==> config.mk <==
export PLATFORM = sky130hd
export DESIGN_NAME = mem_stage_lsu_flat
export DESIGN_NICKNAME = d
export VERILOG_FILES = /design/src/rtl/mem_stage_lsu_if.sv /design/src/rtl/mem_stage_lsu.sv /design/src/flat_wrapper.sv
export SDC_FILE = /design/constraint.sdc
export NUM_CORES = 1
export LEC_CHECK = 0
export CORE_MARGIN = 5
export CORE_UTILIZATION = 39
export CTS_CLUSTER_SIZE = 40
export DETAILED_ROUTE_END_ITERATION = 7
export PLACE_DENSITY = 0.75
export RECOVER_POWER = 50
export SETUP_SLACK_MARGIN = 0.4
export SLEW_MARGIN = 20
export SYNTH_ARGS = -nofsm -noshare
export SYNTH_HDL_FRONTEND = slang
export SYNTH_SLANG_ARGS = --single-unit
==> constraint.sdc <==
create_clock -name clk -period 3.34 [get_ports clk]
set_input_delay 0.668 -clock clk [delete_from_list [all_inputs] [get_ports clk]]
set_output_delay 0.668 -clock clk [all_outputs]
set_load 0.01 [all_outputs]
==> src/rtl/mem_stage_lsu_if.sv <==
// Bundle of the MEM-stage load/store unit's pipeline-side and data-cache-side signals.
// The LSU connects through the slave modport; the surrounding pipeline/cache through master.
interface mem_stage_lsu_if #(
  parameter int XLEN = 32
) ();
  logic              exe_mem_valid;
  logic              mem_read;
  logic              mem_write;
  logic [2:0]        funct3;
  logic [XLEN-1:0]   addr;
  logic [XLEN-1:0]   wdata;
  logic              wb_ready;
  logic              mem_resp_d;
  logic [XLEN-1:0]   mem_rdata_d;
  logic              mem_r_d;
  logic              mem_w_d;
  logic [XLEN-1:0]   mem_addr_d;
  logic [XLEN/8-1:0] mem_byte_en_d;
  logic [XLEN-1:0]   mem_wdata_d;
  logic              mem_rdy;
  logic [XLEN-1:0]   load_data;
  logic              misaligned;
  logic              timeout_err;

  modport slave (
    input  exe_mem_valid, mem_read, mem_write, funct3, addr, wdata, wb_ready,
    input  mem_resp_d, mem_rdata_d,
    output mem_r_d, mem_w_d, mem_addr_d, mem_byte_en_d, mem_wdata_d,
    output mem_rdy, load_data, misaligned, timeout_err
  );

  modport master (
    output exe_mem_valid, mem_read, mem_write, funct3, addr, wdata, wb_ready,
    output mem_resp_d, mem_rdata_d,
    input  mem_r_d, mem_w_d, mem_addr_d, mem_byte_en_d, mem_wdata_d,
    input  mem_rdy, load_data, misaligned, timeout_err
  );
endinterface

==> src/rtl/mem_stage_lsu.sv <==
// MEM-stage load/store unit: turns a memory control word into a held-stable cache request,
// then extends the load result and holds it until writeback accepts it.
module mem_stage_lsu #(
  parameter int XLEN    = 32,
  parameter int TIMEOUT = 0
) (
  input logic            clk,
  input logic            rst,
  mem_stage_lsu_if.slave bus
);
  localparam int NB    = XLEN / 8;
  localparam int OFF_W = $clog2(NB);
  localparam int CNT_W = $clog2(TIMEOUT + 2);

  typedef enum logic [1:0] {
    ST_IDLE = 2'd0,
    ST_BUSY = 2'd1,
    ST_DONE = 2'd2
  } state_t;

  state_t            state_r;
  logic [CNT_W-1:0]  cnt_r;
  logic              req_rd_r;
  logic              req_wr_r;
  logic [XLEN-1:0]   addr_r;
  logic [NB-1:0]     be_r;
  logic [XLEN-1:0]   wdata_r;
  logic [2:0]        off_r;
  logic [1:0]        size_r;
  logic              uns_r;
  logic              rdy_r;
  logic              tmo_r;
  logic [XLEN-1:0]   ld_r;

  logic              is_op_s;
  logic              is_wr_s;
  logic [1:0]        size_s;
  logic [2:0]        off_s;
  logic              illegal_s;
  logic              misal_s;
  logic              bad_s;
  logic [NB-1:0]     be_s;
  logic [XLEN-1:0]   wdata_sh_s;
  logic [XLEN-1:0]   addr_al_s;
  logic              idle_retire_s;
  logic [CNT_W-1:0]  cnt_inc_s;

  // Contiguous byte-lane mask of 2**size bytes starting at lane 'off'.
  function automatic logic [NB-1:0] byte_enables(input logic [2:0] off, input logic [1:0] size);
    logic [NB-1:0] be;
    int lo;
    int hi;
    lo = int'(off);
    hi = lo + (32'sd1 << size);
    for (int i = 0; i < NB; i++) begin
      be[i] = (i >= lo) && (i < hi);
    end
    return be;
  endfunction

  // Select the addressed lanes of the cache word and sign- or zero-extend them.
  function automatic logic [XLEN-1:0] extend_load(input logic [XLEN-1:0] word,
                                                  input logic [2:0]      off,
                                                  input logic [1:0]      size,
                                                  input logic            uns);
    logic [XLEN-1:0] sh;
    logic [XLEN-1:0] ext;
    sh = word >> {off, 3'b000};
    case (size)
      2'b00: begin
        if (uns) ext = XLEN'(sh[7:0]);
        else     ext = XLEN'($signed(sh[7:0]));
      end
      2'b01: begin
        if (uns) ext = XLEN'(sh[15:0]);
        else     ext = XLEN'($signed(sh[15:0]));
      end
      2'b10: begin
        if (uns) ext = XLEN'(sh[31:0]);
        else     ext = XLEN'($signed(sh[31:0]));
      end
      default: ext = sh;
    endcase
    return ext;
  endfunction

  // Decode the incoming control word: legality, alignment, lane placement.
  always_comb begin
    is_op_s    = bus.mem_read | bus.mem_write;
    is_wr_s    = bus.mem_write;
    size_s     = bus.funct3[1:0];
    off_s      = 3'(bus.addr[OFF_W-1:0]);
    illegal_s  = 1'b0;
    if (bus.funct3 == 3'b111) begin
      illegal_s = 1'b1;
    end else if (is_wr_s && bus.funct3[2]) begin
      illegal_s = 1'b1;
    end else if ((XLEN == 32) && ((size_s == 2'b11) || (bus.funct3 == 3'b110))) begin
      illegal_s = 1'b1;
    end else begin
      illegal_s = 1'b0;
    end
    case (size_s)
      2'b00:   misal_s = 1'b0;
      2'b01:   misal_s = off_s[0];
      2'b10:   misal_s = |off_s[1:0];
      2'b11:   misal_s = |off_s;
      default: misal_s = 1'b0;
    endcase
    bad_s      = illegal_s | misal_s;
    be_s       = byte_enables(off_s, size_s);
    wdata_sh_s = bus.wdata << {off_s, 3'b000};
    addr_al_s  = {bus.addr[XLEN-1:OFF_W], {OFF_W{1'b0}}};
    // Non-memory and rejected ops retire straight out of IDLE with no cache traffic.
    idle_retire_s = (state_r == ST_IDLE) && bus.exe_mem_valid && (!is_op_s || bad_s) && bus.wb_ready;
    cnt_inc_s  = cnt_r + CNT_W'(32'd1);
  end

  // Request/response sequencing with registered cache request and writeback result.
  always_ff @(posedge clk or posedge rst) begin
    if (rst) begin
      state_r  <= ST_IDLE;
      cnt_r    <= '0;
      req_rd_r <= 1'b0;
      req_wr_r <= 1'b0;
      addr_r   <= '0;
      be_r     <= '0;
      wdata_r  <= '0;
      off_r    <= 3'b000;
      size_r   <= 2'b00;
      uns_r    <= 1'b0;
      rdy_r    <= 1'b0;
      tmo_r    <= 1'b0;
      ld_r     <= '0;
    end else begin
      case (state_r)
        ST_IDLE: begin
          if (bus.exe_mem_valid && is_op_s && !bad_s) begin
            req_rd_r <= !is_wr_s;
            req_wr_r <= is_wr_s;
            addr_r   <= addr_al_s;
            be_r     <= be_s;
            wdata_r  <= wdata_sh_s;
            off_r    <= off_s;
            size_r   <= size_s;
            uns_r    <= bus.funct3[2];
            cnt_r    <= '0;
            state_r  <= ST_BUSY;
          end
        end
        ST_BUSY: begin
          // A response arriving in the timeout cycle takes priority over the error.
          if (bus.mem_resp_d) begin
            req_rd_r <= 1'b0;
            req_wr_r <= 1'b0;
            ld_r     <= req_wr_r ? '0 : extend_load(bus.mem_rdata_d, off_r, size_r, uns_r);
            tmo_r    <= 1'b0;
            rdy_r    <= 1'b1;
            state_r  <= ST_DONE;
          end else if ((TIMEOUT != 0) && (cnt_inc_s == CNT_W'(TIMEOUT))) begin
            req_rd_r <= 1'b0;
            req_wr_r <= 1'b0;
            ld_r     <= '0;
            tmo_r    <= 1'b1;
            rdy_r    <= 1'b1;
            state_r  <= ST_DONE;
          end else begin
            cnt_r    <= cnt_inc_s;
          end
        end
        ST_DONE: begin
          if (bus.wb_ready) begin
            rdy_r   <= 1'b0;
            tmo_r   <= 1'b0;
            ld_r    <= '0;
            state_r <= ST_IDLE;
          end
        end
        default: begin
          state_r  <= ST_IDLE;
          req_rd_r <= 1'b0;
          req_wr_r <= 1'b0;
          rdy_r    <= 1'b0;
          tmo_r    <= 1'b0;
        end
      endcase
    end
  end

  assign bus.mem_r_d       = req_rd_r;
  assign bus.mem_w_d       = req_wr_r;
  assign bus.mem_addr_d    = addr_r;
  assign bus.mem_byte_en_d = be_r;
  assign bus.mem_wdata_d   = wdata_r;
  assign bus.mem_rdy       = rdy_r | idle_retire_s;
  assign bus.load_data     = ld_r;
  assign bus.misaligned    = idle_retire_s & is_op_s & bad_s;
  assign bus.timeout_err   = tmo_r;
endmodule

==> src/flat_wrapper.sv <==
// flat-port wrapper written by rule: the top's interface ports become plain ports
module mem_stage_lsu_flat 
#(
  parameter int XLEN    = 32,
  parameter int TIMEOUT = 0
)
  (clk, rst, bus_exe_mem_valid, bus_mem_read, bus_mem_write, bus_funct3, bus_addr, bus_wdata, bus_wb_ready, bus_mem_resp_d, bus_mem_rdata_d, bus_mem_r_d, bus_mem_w_d, bus_mem_addr_d, bus_mem_byte_en_d, bus_mem_wdata_d, bus_mem_rdy, bus_load_data, bus_misaligned, bus_timeout_err);
  mem_stage_lsu_if #(.XLEN(XLEN)) bus_i ();
  input logic clk;
  input logic rst;
  input wire logic [$bits(bus_i.exe_mem_valid)-1:0] bus_exe_mem_valid;
  input wire logic [$bits(bus_i.mem_read)-1:0] bus_mem_read;
  input wire logic [$bits(bus_i.mem_write)-1:0] bus_mem_write;
  input wire logic [$bits(bus_i.funct3)-1:0] bus_funct3;
  input wire logic [$bits(bus_i.addr)-1:0] bus_addr;
  input wire logic [$bits(bus_i.wdata)-1:0] bus_wdata;
  input wire logic [$bits(bus_i.wb_ready)-1:0] bus_wb_ready;
  input wire logic [$bits(bus_i.mem_resp_d)-1:0] bus_mem_resp_d;
  input wire logic [$bits(bus_i.mem_rdata_d)-1:0] bus_mem_rdata_d;
  output wire logic [$bits(bus_i.mem_r_d)-1:0] bus_mem_r_d;
  output wire logic [$bits(bus_i.mem_w_d)-1:0] bus_mem_w_d;
  output wire logic [$bits(bus_i.mem_addr_d)-1:0] bus_mem_addr_d;
  output wire logic [$bits(bus_i.mem_byte_en_d)-1:0] bus_mem_byte_en_d;
  output wire logic [$bits(bus_i.mem_wdata_d)-1:0] bus_mem_wdata_d;
  output wire logic [$bits(bus_i.mem_rdy)-1:0] bus_mem_rdy;
  output wire logic [$bits(bus_i.load_data)-1:0] bus_load_data;
  output wire logic [$bits(bus_i.misaligned)-1:0] bus_misaligned;
  output wire logic [$bits(bus_i.timeout_err)-1:0] bus_timeout_err;
  assign bus_i.exe_mem_valid = bus_exe_mem_valid;
  assign bus_i.mem_read = bus_mem_read;
  assign bus_i.mem_write = bus_mem_write;
  assign bus_i.funct3 = bus_funct3;
  assign bus_i.addr = bus_addr;
  assign bus_i.wdata = bus_wdata;
  assign bus_i.wb_ready = bus_wb_ready;
  assign bus_i.mem_resp_d = bus_mem_resp_d;
  assign bus_i.mem_rdata_d = bus_mem_rdata_d;
  assign bus_mem_r_d = bus_i.mem_r_d;
  assign bus_mem_w_d = bus_i.mem_w_d;
  assign bus_mem_addr_d = bus_i.mem_addr_d;
  assign bus_mem_byte_en_d = bus_i.mem_byte_en_d;
  assign bus_mem_wdata_d = bus_i.mem_wdata_d;
  assign bus_mem_rdy = bus_i.mem_rdy;
  assign bus_load_data = bus_i.load_data;
  assign bus_misaligned = bus_i.misaligned;
  assign bus_timeout_err = bus_i.timeout_err;
  mem_stage_lsu #(.XLEN(XLEN), .TIMEOUT(TIMEOUT)) u_core (.clk(clk), .rst(rst), .bus(bus_i));
endmodule
# == Word level (Yosys, flattened, before mapping) ==
# Cells that the tools add are included.
# word_totals
input_bits,106
wordCells,90
register_bits,109
# classes
bitwise,7
muxes,24
magnitude_cmp,7
n_eq_ne,11
reduce_logical,25
addsub,1
n_shift,3
# ops
operator,count
32-bit two-way mux,5
32-bit one-hot mux with 2 select lines,2
3-bit by 32-bit less-than comparator with 1-bit output (first input constant),2
3-bit by 32-bit adder with 32-bit output,1
1-bit by 32-bit less-than comparator with 1-bit output (first input constant),1
2-bit by 32-bit less-than comparator with 1-bit output (first input constant),1
1-bit by 2-bit << shifter with 32-bit output (first input constant),1
32-bit by 5-bit << shifter with 32-bit output,1
32-bit by 5-bit right shift with 32-bit output,1
1-bit one-hot mux with 3 select lines,5
3-bit AND reduction,4
1-bit logical AND,9
1-bit two-way mux,8
2-bit by 1-bit equality test with 1-bit output (second input constant),3
2-bit equality test (second input constant),3
3-bit equality test (second input constant),2
2-bit logical NOT,3
2-bit two-way mux,3
2-bit inequality test (second input constant),3
2-bit one-hot mux with 3 select lines,1
1-bit by 2-bit >= comparator with 1-bit output (first input constant),2
2-bit OR reduction,2
1-bit logical NOT,3
1-bit OR,3
other kinds (6),9

# == Logic depth before layout (Yosys ltp) ==
# Gate-level depths: netlist of the first run.
# logic_depth
depth_word,11
ltp_mapped,7
ltp_nobuf,7

# == Least setup slack after synthesis of the first run ==
# OpenSTA, ideal clock, no wires.
# synth_path
path_kind,input to output
from,in bus_funct3[0]
to,out bus_mem_rdy
t_required_ns,2.672
path_stages,4
path_buffers,0
setup_slack_ns,1.225
t_arrival_ns,1.447
cell_sequence,a221oi_1 or2_2 o21ai_0 a31o_2
# synth_via
elab_chain_cells,10
elab_cells_between_ends,17
classes_between,5 x eq/ne; 4 x mux; 2 x bitwise; 6 x reduce/logical
# synth_lines
element,line_no,source
start: declaration,flat_wrapper.sv:14,input wire logic [$bits(bus_i.funct3)-1:0] bus_funct3;
3-bit equality test / 2-bit equality test (equally long branches),"mem_stage_lsu.sv:98, mem_stage_lsu.sv:103",
1-bit logical OR,mem_stage_lsu.sv:98,end else if ((XLEN == 32) && ((size_s == 2'b11) || (bus.funct3 == 3'b110))) begin
1-bit two-way mux,mem_stage_lsu.sv:98,
1-bit two-way mux,mem_stage_lsu.sv:96,end else if (is_wr_s && bus.funct3[2]) begin
1-bit two-way mux,mem_stage_lsu.sv:94,if (bus.funct3 == 3'b111) begin
1-bit OR *,mem_stage_lsu.sv:110,bad_s = illegal_s | misal_s;
1-bit logical OR *,mem_stage_lsu.sv:115,idle_retire_s = (state_r == ST_IDLE) && bus.exe_mem_valid && (!is_op_s || bad_s) && bus.wb_ready;
1-bit logical AND * (2 in a row),mem_stage_lsu.sv:115,
1-bit OR *,mem_stage_lsu.sv:195,assign bus.mem_rdy = rdy_r | idle_retire_s;
end: declaration,flat_wrapper.sv:25,output wire logic [$bits(bus_i.mem_rdy)-1:0] bus_mem_rdy;
# Mark *: on every way between the ends. The rest lies on a longest branch, timed or not.

# == Final worst setup path of the first run ==
# layout_path
from,in bus_addr[1]
to,out bus_mem_rdy
# layout_via
elab_chain_cells,7
# layout_lines
element,line_no,source
start: declaration,flat_wrapper.sv:15,input wire logic [$bits(bus_i.addr)-1:0] bus_addr;
2-bit OR reduction,"mem_stage_lsu.sv:106, mem_stage_lsu.sv:107",
1-bit one-hot mux with 3 select lines,mem_stage_lsu.sv:103,case (size_s)
1-bit OR,mem_stage_lsu.sv:110,
1-bit logical OR,mem_stage_lsu.sv:115,
1-bit logical AND (2 in a row),mem_stage_lsu.sv:115,
1-bit OR,mem_stage_lsu.sv:195,
# Every way passes these cells.

==> results of run 1 <==
[worst min-delay path by stage]
stage | from | end | slack, ps | cells after the start
CTS | u_core.bus.mem_wdata_d[13] | u_core.bus.mem_wdata_d[13] | 490 | 2
global placement | u_core.rdy_r | u_core.rdy_r | 460 | 1
finish | u_core.bus.load_data[8] | u_core.bus.load_data[8] | 480 | 2
floorplan | u_core.rdy_r | u_core.rdy_r | 450 | 1
global route | u_core.bus.mem_wdata_d[16] | u_core.bus.mem_wdata_d[16] | 500 | 2
detailed placement | u_core.bus.mem_wdata_d[9] | u_core.bus.mem_wdata_d[9] | 470 | 2
[worst register-to-register path, cell delays in order, from the launching register on]
cell	delay [ps]
sky130_fd_sc_hd__dfrtp_1	480
sky130_fd_sc_hd__and3b_1	250
sky130_fd_sc_hd__a31oi_2	130
sky130_fd_sc_hd__clkbuf_1	1010
sky130_fd_sc_hd__a221o_1	330
[through the flow]
step	instances	power (mW)	worst slack (ps)
2_1_floorplan	463	2.97	1230
6_report	842	5.25	303
3_3_place_gp	826	4.14	184
3_5_place_dp	826	4.19	134
4_1_cts	842	5.39	413
5_1_grt	842	5.56	266
[kinds of logic after synthesis]
logic type	synth area share
multiplexers	0.184
AO/OA/AOI/OAI	0.153
adder cells (fa/ha/maj)	0.00871
AND/OR/NAND/NOR	0.0949
buffers and inverters	0.0363
other	0.000725
flip-flops	0.523
[flip-flops by register name (all words and copies together), names as in the netlist]
name / cells
u_core.uns_r: 1
u_core.bus.mem_r_d: 1
u_core.state_r: 2
u_core.bus.load_data: 32
u_core.bus.mem_byte_en_d: 4
u_core.bus.mem_w_d: 1
u_core.size_r: 2
u_core.bus.mem_addr_d: 30
u_core.bus.mem_wdata_d: 32
u_core.rdy_r: 1
u_core.off_r: 2
[what timing repair did]
item,in CTS,in global routing
resized for setup,4,3
pin swaps,2,2
endpoints found under the setup margin,2,1
hold buffers,0,0
[area by class of cell]
| type | count | area (um2) | area share |
|---|---|---|---|
| sequential | 108 | 2700 | 0.347 |
| multi-input combinational | 314 | 2300 | 0.295 |
| timing repair buffer | 224 | 2210 | 0.283 |
| clock buffer | 9 | 225 | 0.0289 |
| tap | 176 | 220 | 0.0283 |
| clock inverter | 7 | 111 | 0.0143 |
| inverter | 4 | 18.8 | 0.00241 |
[report_power, final]
group	total, mW	switching [mW]	internal (mW)
registers	1.99	0.263	1.73
logic	2.08	0.895	1.18
clock network	1.18	0.509	0.671
total	5.25	1.67	3.58
[cell usage in the layout (no fill, tap or decap), types with 2 or more instances in the layout]
| master | netlist | routed |
|---|---|---|
| sky130_fd_sc_hd__nor3b_2 | 2 | 2 |
| sky130_fd_sc_hd__clkbuf_16 | 0 | 9 |
| sky130_fd_sc_hd__nand2_1 | 54 | 54 |
| sky130_fd_sc_hd__nor2b_1 | 14 | 14 |
| sky130_fd_sc_hd__dlygate4sd3_1 | 0 | 41 |
| sky130_fd_sc_hd__a211oi_1 | 8 | 8 |
| sky130_fd_sc_hd__conb_1 | 1 | 3 |
| sky130_fd_sc_hd__o2bb2ai_1 | 8 | 8 |
| sky130_fd_sc_hd__a21oi_1 | 30 | 30 |
| sky130_fd_sc_hd__inv_1 | 4 | 3 |
| sky130_fd_sc_hd__o21ai_0 | 35 | 35 |
| sky130_fd_sc_hd__dlymetal6s2s_1 | 0 | 2 |
| sky130_fd_sc_hd__a221o_1 | 15 | 15 |
| sky130_fd_sc_hd__mux2_2 | 51 | 51 |
| sky130_fd_sc_hd__o211ai_1 | 3 | 3 |
| sky130_fd_sc_hd__nand3_1 | 4 | 4 |
| sky130_fd_sc_hd__dlygate4sd2_1 | 0 | 2 |
| sky130_fd_sc_hd__ha_1 | 2 | 2 |
| sky130_fd_sc_hd__or2_2 | 2 | 2 |
| sky130_fd_sc_hd__clkdlybuf4s50_1 | 0 | 161 |
| sky130_fd_sc_hd__buf_4 | 3 | 14 |
| sky130_fd_sc_hd__o31ai_1 | 10 | 10 |
| sky130_fd_sc_hd__nor2_1 | 19 | 19 |
| sky130_fd_sc_hd__mux4_2 | 2 | 2 |
| sky130_fd_sc_hd__bufinv_16 | 0 | 2 |
| sky130_fd_sc_hd__mux2i_1 | 33 | 33 |
| sky130_fd_sc_hd__clkinv_4 | 0 | 3 |
| sky130_fd_sc_hd__dfrtp_1 | 108 | 108 |
| sky130_fd_sc_hd__a21o_1 | 3 | 3 |
[per-layer routing]
| layer | GRT usage | part of all wire |
|---|---|---|
| met1 | 0.238 | 0.41 |
| met2 | 0.317 | 0.48 |
| met3 | 0.0597 | 0.075 |
| met4 | 0.0886 | 0.035 |
| met5 | 0 | 0 |
==> impl_metrics.yaml, run 1 <==
outcome:
  status: "finished clean"
clocking:
  worst_skew_pair.late_latency_ps: 350
  clock_tree_from_tritoncts: "done"
  clock_transition_time_at_the_flip_flop_clock_pins_of_the_worst_setup_and_hold_paths_ps: 80
  postCtsSetupBuffers: 0
  clock_path_buffers: 2
  cts_num_sinks: 108
  ctsRootBufferMaster: "sky130_fd_sc_hd__clkbuf_16"
  htree_num_levels: 3
  numCtsBuffers: 9
min_path:
  worst_hold_path_type: "flop to flop"
grt:
  antenna_found_initial: 0
  grt_total_ovfl: 0
  first_global_vias: 4598
  first_pass_grt_wire_length_mm: 24.6
  grt_max_degree: 109
  grtUsageTotal: 0.195
worst_setup_path:
  critical_path.endpoint_type: "output pin"
  timing.critical_path.required_ps: 2670
  worst_ep_arrival_time_ps: 2370
  path_class: "input pin to output pin"
  crit_family: "buffers and inverters"
  crit-reg2reg-launch: "u_core.state_r[1]"
  critical_path.n_buffers_inverters: 2
  crit_end: "bus_mem_rdy"
  r2r_cells: 4
  worstPathCellList: "dlygate4sd3_1, nor4_1, or2_2, o21ai_0, a31o_2, dlygate4sd2_1"
  critPathLaunchType: "input pin"
  critical-path-max-stage-delay_ps: 560
  critical_path_peak_fanout: 2
  cp_num_cells: 6
  worst_setup_path_startpoint: "bus_addr[1]"
  timing.critical_path.slowest_stage_cell: "sky130_fd_sc_hd__dlygate4sd3_1"
  critical_r2r_capture: "u_core.bus.load_data[22]"
  timing.reg2reg.setup_slack_ps: 1080
sta:
  timing.final.crit_period_ps: 3040
  slew_viol_final: 0
  finalSetupTns_ps: 0
  worst_slew_margin_rel: 0.0111
  fmax_mhz: 329
  fin_crit_sh: 0.909
  hold_slack_ps: 478
  finalSetupViolCount: 0
  rsz0062_at_grt: "false"
  final-hold-violation-count: 0
  max_slew.worst_pin.slew_ps: 1480
  worst_clock_skew_ps: 9.66
logic_synthesis:
  syn_area_um2: 5170
  synth_top_flop_cell: "sky130_fd_sc_hd__dfrtp_1"
  synth.avg_cell_area_um2: 11.2
  post-synth-top-count-cell: "sky130_fd_sc_hd__dfrtp_1"
  synthTopCellsByArea: "sky130_fd_sc_hd__dfrtp_1, sky130_fd_sc_hd__mux2_2, sky130_fd_sc_hd__mux2i_1, sky130_fd_sc_hd__nand2_1, sky130_fd_sc_hd__o21ai_0"
  flop_and_latch_count_out_of_synthesis: 108
  synth_edf_count: 0
  post_synth_num_cell_types: 40
  netlist.top_cell.by_area: "sky130_fd_sc_hd__dfrtp_1"
  yosys_top_cell_area_share: 0.523
  synthesis.yosys.warnings: 0
  yosys-top-cells-count: "sky130_fd_sc_hd__dfrtp_1, sky130_fd_sc_hd__nand2_1, sky130_fd_sc_hd__mux2_2"
  ys_seq_area_frac: 0.523
  synth-async-reset-ratio: 1.00
  synth_cells: 461
drt:
  detailedRoute.firstIterationViolations: 324
  postRouteAntennaNets: 0
  route.detailed.drc: 0
  wl_mm: 15.2
  viasPerCell: 5.20
  wl_per_cell_um: 18.1
  drt-pass1-iter-count: 4
  routed-via-count: 4381
place:
  place.port_buffers: 207
  detailedPlacementHpwl_mm: 11.3
  place_congestion: 0.844
  postPlaceCellArea_um2: 7470
floorplan:
  ioPinCount: 211
  effective_utilization_at_floorplan: 0.394
  die_footprint_um2: 15700
  floorplan.rows: 42
  width_of_the_chip_um: 125
  die-height_um: 125
  total_core_area_um2: 13100
finish:
  final_net_count: 770
  fin_util: 0.592
  area_growth_syn_to_layout_pct: 50.6
  layout.filler_cells: 1125
  antenna-diode-count: 0
  drive_gt1_frac: 0.143
  finish.instance_area_um2: 7780
flow_run:
  max_cap_violations: 0
power_and_ir_drop:
  power.density_nw_per_um2: 675
  ir_drop_mv: 0.331
  cellLeakagePower_nw: 3.39
Note: power is estimated with default switching activity, not from simulation.
==> run 2: changes to the inputs <==
--- a/config.mk
+++ b/config.mk
@@ -10,7 +10,6 @@
 export CTS_CLUSTER_SIZE = 40
 export DETAILED_ROUTE_END_ITERATION = 7
 export PLACE_DENSITY = 0.75
-export RECOVER_POWER = 50
 export SETUP_SLACK_MARGIN = 0.4
 export SLEW_MARGIN = 20
 export SYNTH_ARGS = -nofsm -noshare
==> run 2 against run 1 <==
Net effect:
- via count fell by 0.52%
- sequential share of layout area decreased by 0.22 points
- core utilization rose by 0.37 points
- combinational power grew 3%
- hold slack better by 5.3 ps
- final area grew 0.63%
- critical endpoint unchanged
==> impl_metrics.yaml, run 2 (synthesis results as in run 1) <==
drt:
  routed-via-count: 4358
  postRouteAntennaNets: 0
  viasPerCell: 5.18
  detailedRoute.firstIterationViolations: 282
  route.detailed.drc: 0
  wl_per_cell_um: 18.0
  wl_mm: 15.2
  drt-pass1-iter-count: 4
min_path:
  worstHoldPathCells: 2
  timing.hold.worst_endpoint: "u_core.bus.load_data[8]"
  hold_path_origin: "u_core.bus.load_data[8]"
  worst_hold_path_type: "flop to flop"
outcome:
  status: "finished clean"
worst_setup_path:
  timing.critical_path.required_ps: 2670
  critical-path-max-stage-delay_ps: 450
  worst_ep_arrival_time_ps: 2180
  critical_path.n_buffers_inverters: 2
  timing.critical_path.slowest_stage_cell: "sky130_fd_sc_hd__clkdlybuf4s50_1"
  critical_path.endpoint_type: "output pin"
  worstPathCellList: "clkdlybuf4s50_1, a221oi_2, or2_2, o21ai_0, a31o_2, dlygate4sd2_1"
  crit-reg2reg-launch: "u_core.off_r[0]"
  timing.reg2reg.setup_slack_ps: 1200
  critical_path_peak_fanout: 2
  r2r_cells: 5
  crit_family: "buffers and inverters"
  critical_r2r_capture: "u_core.bus.load_data[24]"
  critPathLaunchType: "input pin"
  path_class: "input pin to output pin"
clocking:
  clock_transition_time_at_the_flip_flop_clock_pins_of_the_worst_setup_and_hold_paths_ps: 80
  cts_num_sinks: 108
  clock_tree_from_tritoncts: "done"
  numCtsBuffers: 9
  postCtsSetupBuffers: 0
  clock_path_buffers: 2
  worst_skew_pair.late_latency_ps: 350
  ctsRootBufferMaster: "sky130_fd_sc_hd__clkbuf_16"
  htree_num_levels: 3
place:
  detailedPlacementHpwl_mm: 11.3
  place.port_buffers: 207
  postPlaceCellArea_um2: 7470
  place_congestion: 0.844
sta:
  slew_viol_final: 0
  finalSetupTns_ps: 0
  fmax_mhz: 351
  fin_crit_sh: 0.852
  worst_clock_skew_ps: 9.34
  timing.final.crit_period_ps: 2850
  rsz0062_at_grt: "false"
  finalSetupViolCount: 0
  worst_slew_margin_rel: 0.569
  final-hold-violation-count: 0
  max_slew.worst_pin.slew_ps: 645
grt:
  antenna_found_initial: 0
  grt_total_ovfl: 0
  first_global_vias: 4598
  grt_max_degree: 109
  first_pass_grt_wire_length_mm: 24.6
  grtUsageTotal: 0.195
power_and_ir_drop:
  power_report.internal_total_mw: 3.65
  sequential_cell_fraction_of_total_power: 0.376
  share_comb_of_total_power: 0.402
  power.density_nw_per_um2: 680
  p_sw_frac: 0.315
  cellLeakagePower_nw: 3.34
  power.switching_mw: 1.68
  ir_drop_mv: 0.333
  power_frac_clock: 0.222
floorplan:
  floorplan.rows: 42
  total_core_area_um2: 13100
  die_footprint_um2: 15700
  width_of_the_chip_um: 125
  ioPinCount: 211
  die-height_um: 125
  effective_utilization_at_floorplan: 0.394
finish:
  final_net_count: 770
  finish.instance_area_um2: 7830
  layout_commonest_cell: "sky130_fd_sc_hd__clkdlybuf4s50_1"
  layout.cells.most_common_list: "sky130_fd_sc_hd__clkdlybuf4s50_1, sky130_fd_sc_hd__dfrtp_1, sky130_fd_sc_hd__nand2_1"
  area_growth_syn_to_layout_pct: 51.5
  layout.filler_cells: 1120
  drive_gt1_frac: 0.147
  antenna-diode-count: 0
flow_run:
  max_cap_violations: 0
==> run 2: cell count changes in the layout (fill, tap and decap cells not counted), sizes merged <==
cell	previous run	this run
buf	16	18
dlygate4sd3	41	0
clkbuf	11	9
clkdlybuf4s50	161	202
==> run 2: repair_timing <==
action | in CTS | in global routing
resized for setup | 4 | 3
endpoints found under the setup margin | 2 | 1
hold buffers | 0 | 0
pin swaps | 2 | 2
gates cloned | 0 | 0
==> run 2: how the worst max path moves through the flow <==
stage / startpoint / end / slack (ps) / cells after the start
floorplan: bus_funct3[0] / bus_mem_rdy / 1230 / 4
global placement: bus_funct3[0] / bus_mem_rdy / 180 / 6
detailed placement: bus_funct3[0] / bus_mem_rdy / 130 / 6
CTS: bus_funct3[0] / bus_mem_rdy / 410 / 6
global route: bus_mem_write / bus_mem_rdy / 450 / 6
finish: bus_mem_write / bus_mem_rdy / 490 / 6
==> run 2: tightest hold or removal path, cell delays in order (launching register included) <==
cell and delay, ps:
sky130_fd_sc_hd__dfrtp_1 350, sky130_fd_sc_hd__nand2_1 40, sky130_fd_sc_hd__o21ai_0 60
==> run 2: per-stage QoR <==
stage | total power, mW | std cells | worst slack, ps | util | hold WS, ps
detailed placement | 4.19 | 826 | 134 | 0.569 | 470
CTS | 5.39 | 842 | 413 | 0.595 | 487
global route | 5.64 | 842 | 450 | 0.596 | 507
finish | 5.33 | 842 | 494 | 0.596 | 483
global placement | 4.14 | 826 | 184 | 0.569 | 464
floorplan | 2.97 | 463 | 1230 | - | 450
==> run 2: power groups by stage <==
stage | clock network, mW | logic [mW] | registers, mW
2_1_floorplan | 0 | 0.807 | 2.16
3_3_place_gp | 0 | 2.14 | 2.00
3_5_place_dp | 0 | 2.17 | 2.03
4_1_cts | 1.20 | 2.17 | 2.01
5_1_grt | 1.26 | 2.31 | 2.06
6_report | 1.18 | 2.14 | 2.00
==> run 2: final cells by class <==
cell class | count | area [um2] | area share
multi-input cells | 314 | 2330 | 0.298
clock inverters | 7 | 111 | 0.0142
inverters | 4 | 18.8 | 0.00240
clock buffers | 9 | 225 | 0.0288
flip-flops and latches | 108 | 2700 | 0.345
well taps | 176 | 220 | 0.0281
repair buffers | 224 | 2220 | 0.284
==> run 2: layer usage <==
layer,global-route usage,up-vias,share of wire
met5,0,-,0
met4,0.0886,0,0.036
met3,0.0597,33,0.071
met2,0.317,156,0.48
met1,0.238,2099,0.41
li1,-,2070,-
==> run 3: changes to the inputs <==
--- a/config.mk
+++ b/config.mk
@@ -6,10 +6,10 @@
 export NUM_CORES = 1
 export LEC_CHECK = 0
 export CORE_MARGIN = 5
-export CORE_UTILIZATION = 39
+export CORE_UTILIZATION = 34
 export CTS_CLUSTER_SIZE = 40
 export DETAILED_ROUTE_END_ITERATION = 7
-export PLACE_DENSITY = 0.75
+export PLACE_DENSITY = 0.66
 export SETUP_SLACK_MARGIN = 0.4
 export SLEW_MARGIN = 20
 export SYNTH_ARGS = -nofsm -noshare
==> run 3 against run 2 <==
Net effect:
- cell count increased by 1.2%
- sequential share of layout area increased by 0.12 points
- largest power group unchanged
- via count increased by 0.21%
- sequential power about the same
- sequential cell count unchanged
- hold slack got worse by 2.9 ps
- critical path depth decreased by 1
- maximum frequency decreased by 0.11%
- clock skew decreased by 1.1 ps
- combinational power about the same
- final area decreased by 0.34%
- count of clock-buffer cells in the layout increased by 1
==> impl_metrics.yaml, run 3 (synthesis results as in run 1) <==
outcome:
  status: "finished clean"
sta:
  max_slew.worst_pin.slew_ps: 744
  timing.final.crit_period_ps: 2850
  finalSetupViolCount: 0
  fmax_mhz: 351
  finalSetupTns_ps: 0
  rsz0062_at_grt: "false"
  slew_viol_final: 0
  final-hold-violation-count: 0
  worst_slew_margin_rel: 0.502
  fin_crit_sh: 0.853
  worst_clock_skew_ps: 8.27
clocking:
  htree_num_levels: 3
  ctsRootBufferMaster: "sky130_fd_sc_hd__clkbuf_16"
  cts_num_sinks: 108
  clock_tree_from_tritoncts: "done"
  cts_hold_buffers: 0
  numCtsBuffers: 9
  worst_skew_pair.late_latency_ps: 350
  clock_path_buffers: 2
  clock_transition_time_at_the_flip_flop_clock_pins_of_the_worst_setup_and_hold_paths_ps: 70
worst_setup_path:
  timing.critical_path.slowest_stage_cell: "sky130_fd_sc_hd__clkdlybuf4s50_1"
  r2r_cells: 5
  critical_path_peak_fanout: 2
  path_common_cell: "sky130_fd_sc_hd__clkdlybuf4s50_1"
  worstPathCellList: "clkdlybuf4s50_1, a221oi_2, or2_2, nor2_1, clkdlybuf4s50_1"
  critical_r2r_capture: "u_core.bus.load_data[29]"
  critical_path.n_buffers_inverters: 2
  crit_end: "bus_misaligned"
  cp_num_cells: 5
  worst_setup_path_startpoint: "bus_mem_write"
  crit-reg2reg-launch: "u_core.off_r[0]"
  timing.critical_path.required_ps: 2670
  critical-path-max-stage-delay_ps: 540
  critical_path.endpoint_type: "output pin"
  worst_ep_arrival_time_ps: 2180
  crit_family: "buffers and inverters"
  timing.reg2reg.setup_slack_ps: 1270
  critPathLaunchType: "input pin"
  path_class: "input pin to output pin"
power_and_ir_drop:
  report.power.total_mw: 5.25
  cellLeakagePower_nw: 3.33
  power.density_nw_per_um2: 672
  ir_drop_mv: 0.304
drt:
  routed-via-count: 4367
  drt-pass1-iter-count: 5
  route.detailed.drc: 0
  postRouteAntennaNets: 0
  wl_mm: 15.4
  wl_per_cell_um: 18.1
  detailedRoute.firstIterationViolations: 233
  viasPerCell: 5.13
finish:
  multi_input_comb_area_um2: 2330
  layout.filler_cells: 1335
  finish.instance_area_um2: 7810
  fin_util: 0.519
  drive_gt1_frac: 0.146
  antenna-diode-count: 0
  area_growth_syn_to_layout_pct: 51.0
  ff_latch_area_um2: 2700
  final_net_count: 768
  layout.cells.most_common_list: "sky130_fd_sc_hd__clkdlybuf4s50_1, sky130_fd_sc_hd__dfrtp_1, sky130_fd_sc_hd__nand2_1"
  layout_commonest_cell: "sky130_fd_sc_hd__clkdlybuf4s50_1"
place:
  detailedPlacementHpwl_mm: 11.3
  postPlaceCellArea_um2: 7470
  place.port_buffers: 207
  place_congestion: 0.899
floorplan:
  effective_utilization_at_floorplan: 0.344
  total_core_area_um2: 15000
  die_footprint_um2: 17800
  die-height_um: 133
  width_of_the_chip_um: 133
  ioPinCount: 211
  floorplan.rows: 45
grt:
  grt_max_degree: 107
  grtUsageTotal: 0.172
  grt_total_ovfl: 0
  antenna_found_initial: 0
  first_global_vias: 4599
  first_pass_grt_wire_length_mm: 24.7
min_path:
  worst_hold_path_type: "flop to flop"
flow_run:
  max_cap_violations: 0
## run 3: routing by layer
| layer | part of all wire | up-vias | GRT usage | routed length, um |
|---|---|---|---|---|
| met5 | 0 | - | 0 | 0 |
| met4 | 0.017 | 0 | 0.0491 | 267 |
| met3 | 0.092 | 18 | 0.0661 | 1430 |
| met2 | 0.47 | 165 | 0.281 | 7210 |
| met1 | 0.42 | 2130 | 0.214 | 6510 |
| li1 | - | 2054 | - | - |
## run 3: worst min-delay path by stage
stage                                     from                          to  slack (ps)  depth (start not counted)
floorplan                         u_core.rdy_r                u_core.rdy_r         450                          1
global placement    u_core.bus.mem_wdata_d[17]  u_core.bus.mem_wdata_d[17]         460                          2
detailed placement  u_core.bus.mem_wdata_d[17]  u_core.bus.mem_wdata_d[17]         470                          2
CTS                 u_core.bus.mem_wdata_d[17]  u_core.bus.mem_wdata_d[17]         490                          2
global route        u_core.bus.mem_wdata_d[11]  u_core.bus.mem_wdata_d[11]         500                          2
finish              u_core.bus.mem_wdata_d[17]  u_core.bus.mem_wdata_d[17]         480                          2
## run 3: what timing repair did
item                                    in CTS  in global routing
buffers inserted                             0                  0
pin swaps                                    1                  1
endpoints found under the setup margin       1                  2
gates resized for setup                      3                  4
## run 3: area by class of cell
type | instances | share of cell area
Multi-Input combinational cell | 314 | 0.298
Inverter | 4 | 0.00240
Clock inverter | 6 | 0.00914
Tap cell | 188 | 0.0301
Clock buffer | 10 | 0.0306
Sequential cell | 108 | 0.346
Timing Repair Buffer | 222 | 0.283
## run 3: metrics by stage
stage,hold slack [ps],setup slack (ps),cells
2_1_floorplan,450,1230,463
3_3_place_gp,460,269,836
3_5_place_dp,469,216,836
4_1_cts,486,417,852
5_1_grt,502,430,852
6_report,480,490,852
## run 3: worst reg2reg max path, stage by stage, from the launching register on
cell                      delay (ps)
sky130_fd_sc_hd__dfrtp_1         630
sky130_fd_sc_hd__mux2i_1         170
sky130_fd_sc_hd__mux4_2          510
sky130_fd_sc_hd__nor4_4          290
sky130_fd_sc_hd__buf_4           260
sky130_fd_sc_hd__a221o_1         140
## run 3: power breakdown
group	switching (mW)	internal (mW)	total [mW]
clock	0.499	0.611	1.11
sequential	0.277	1.73	2.01
combinational	0.885	1.25	2.13
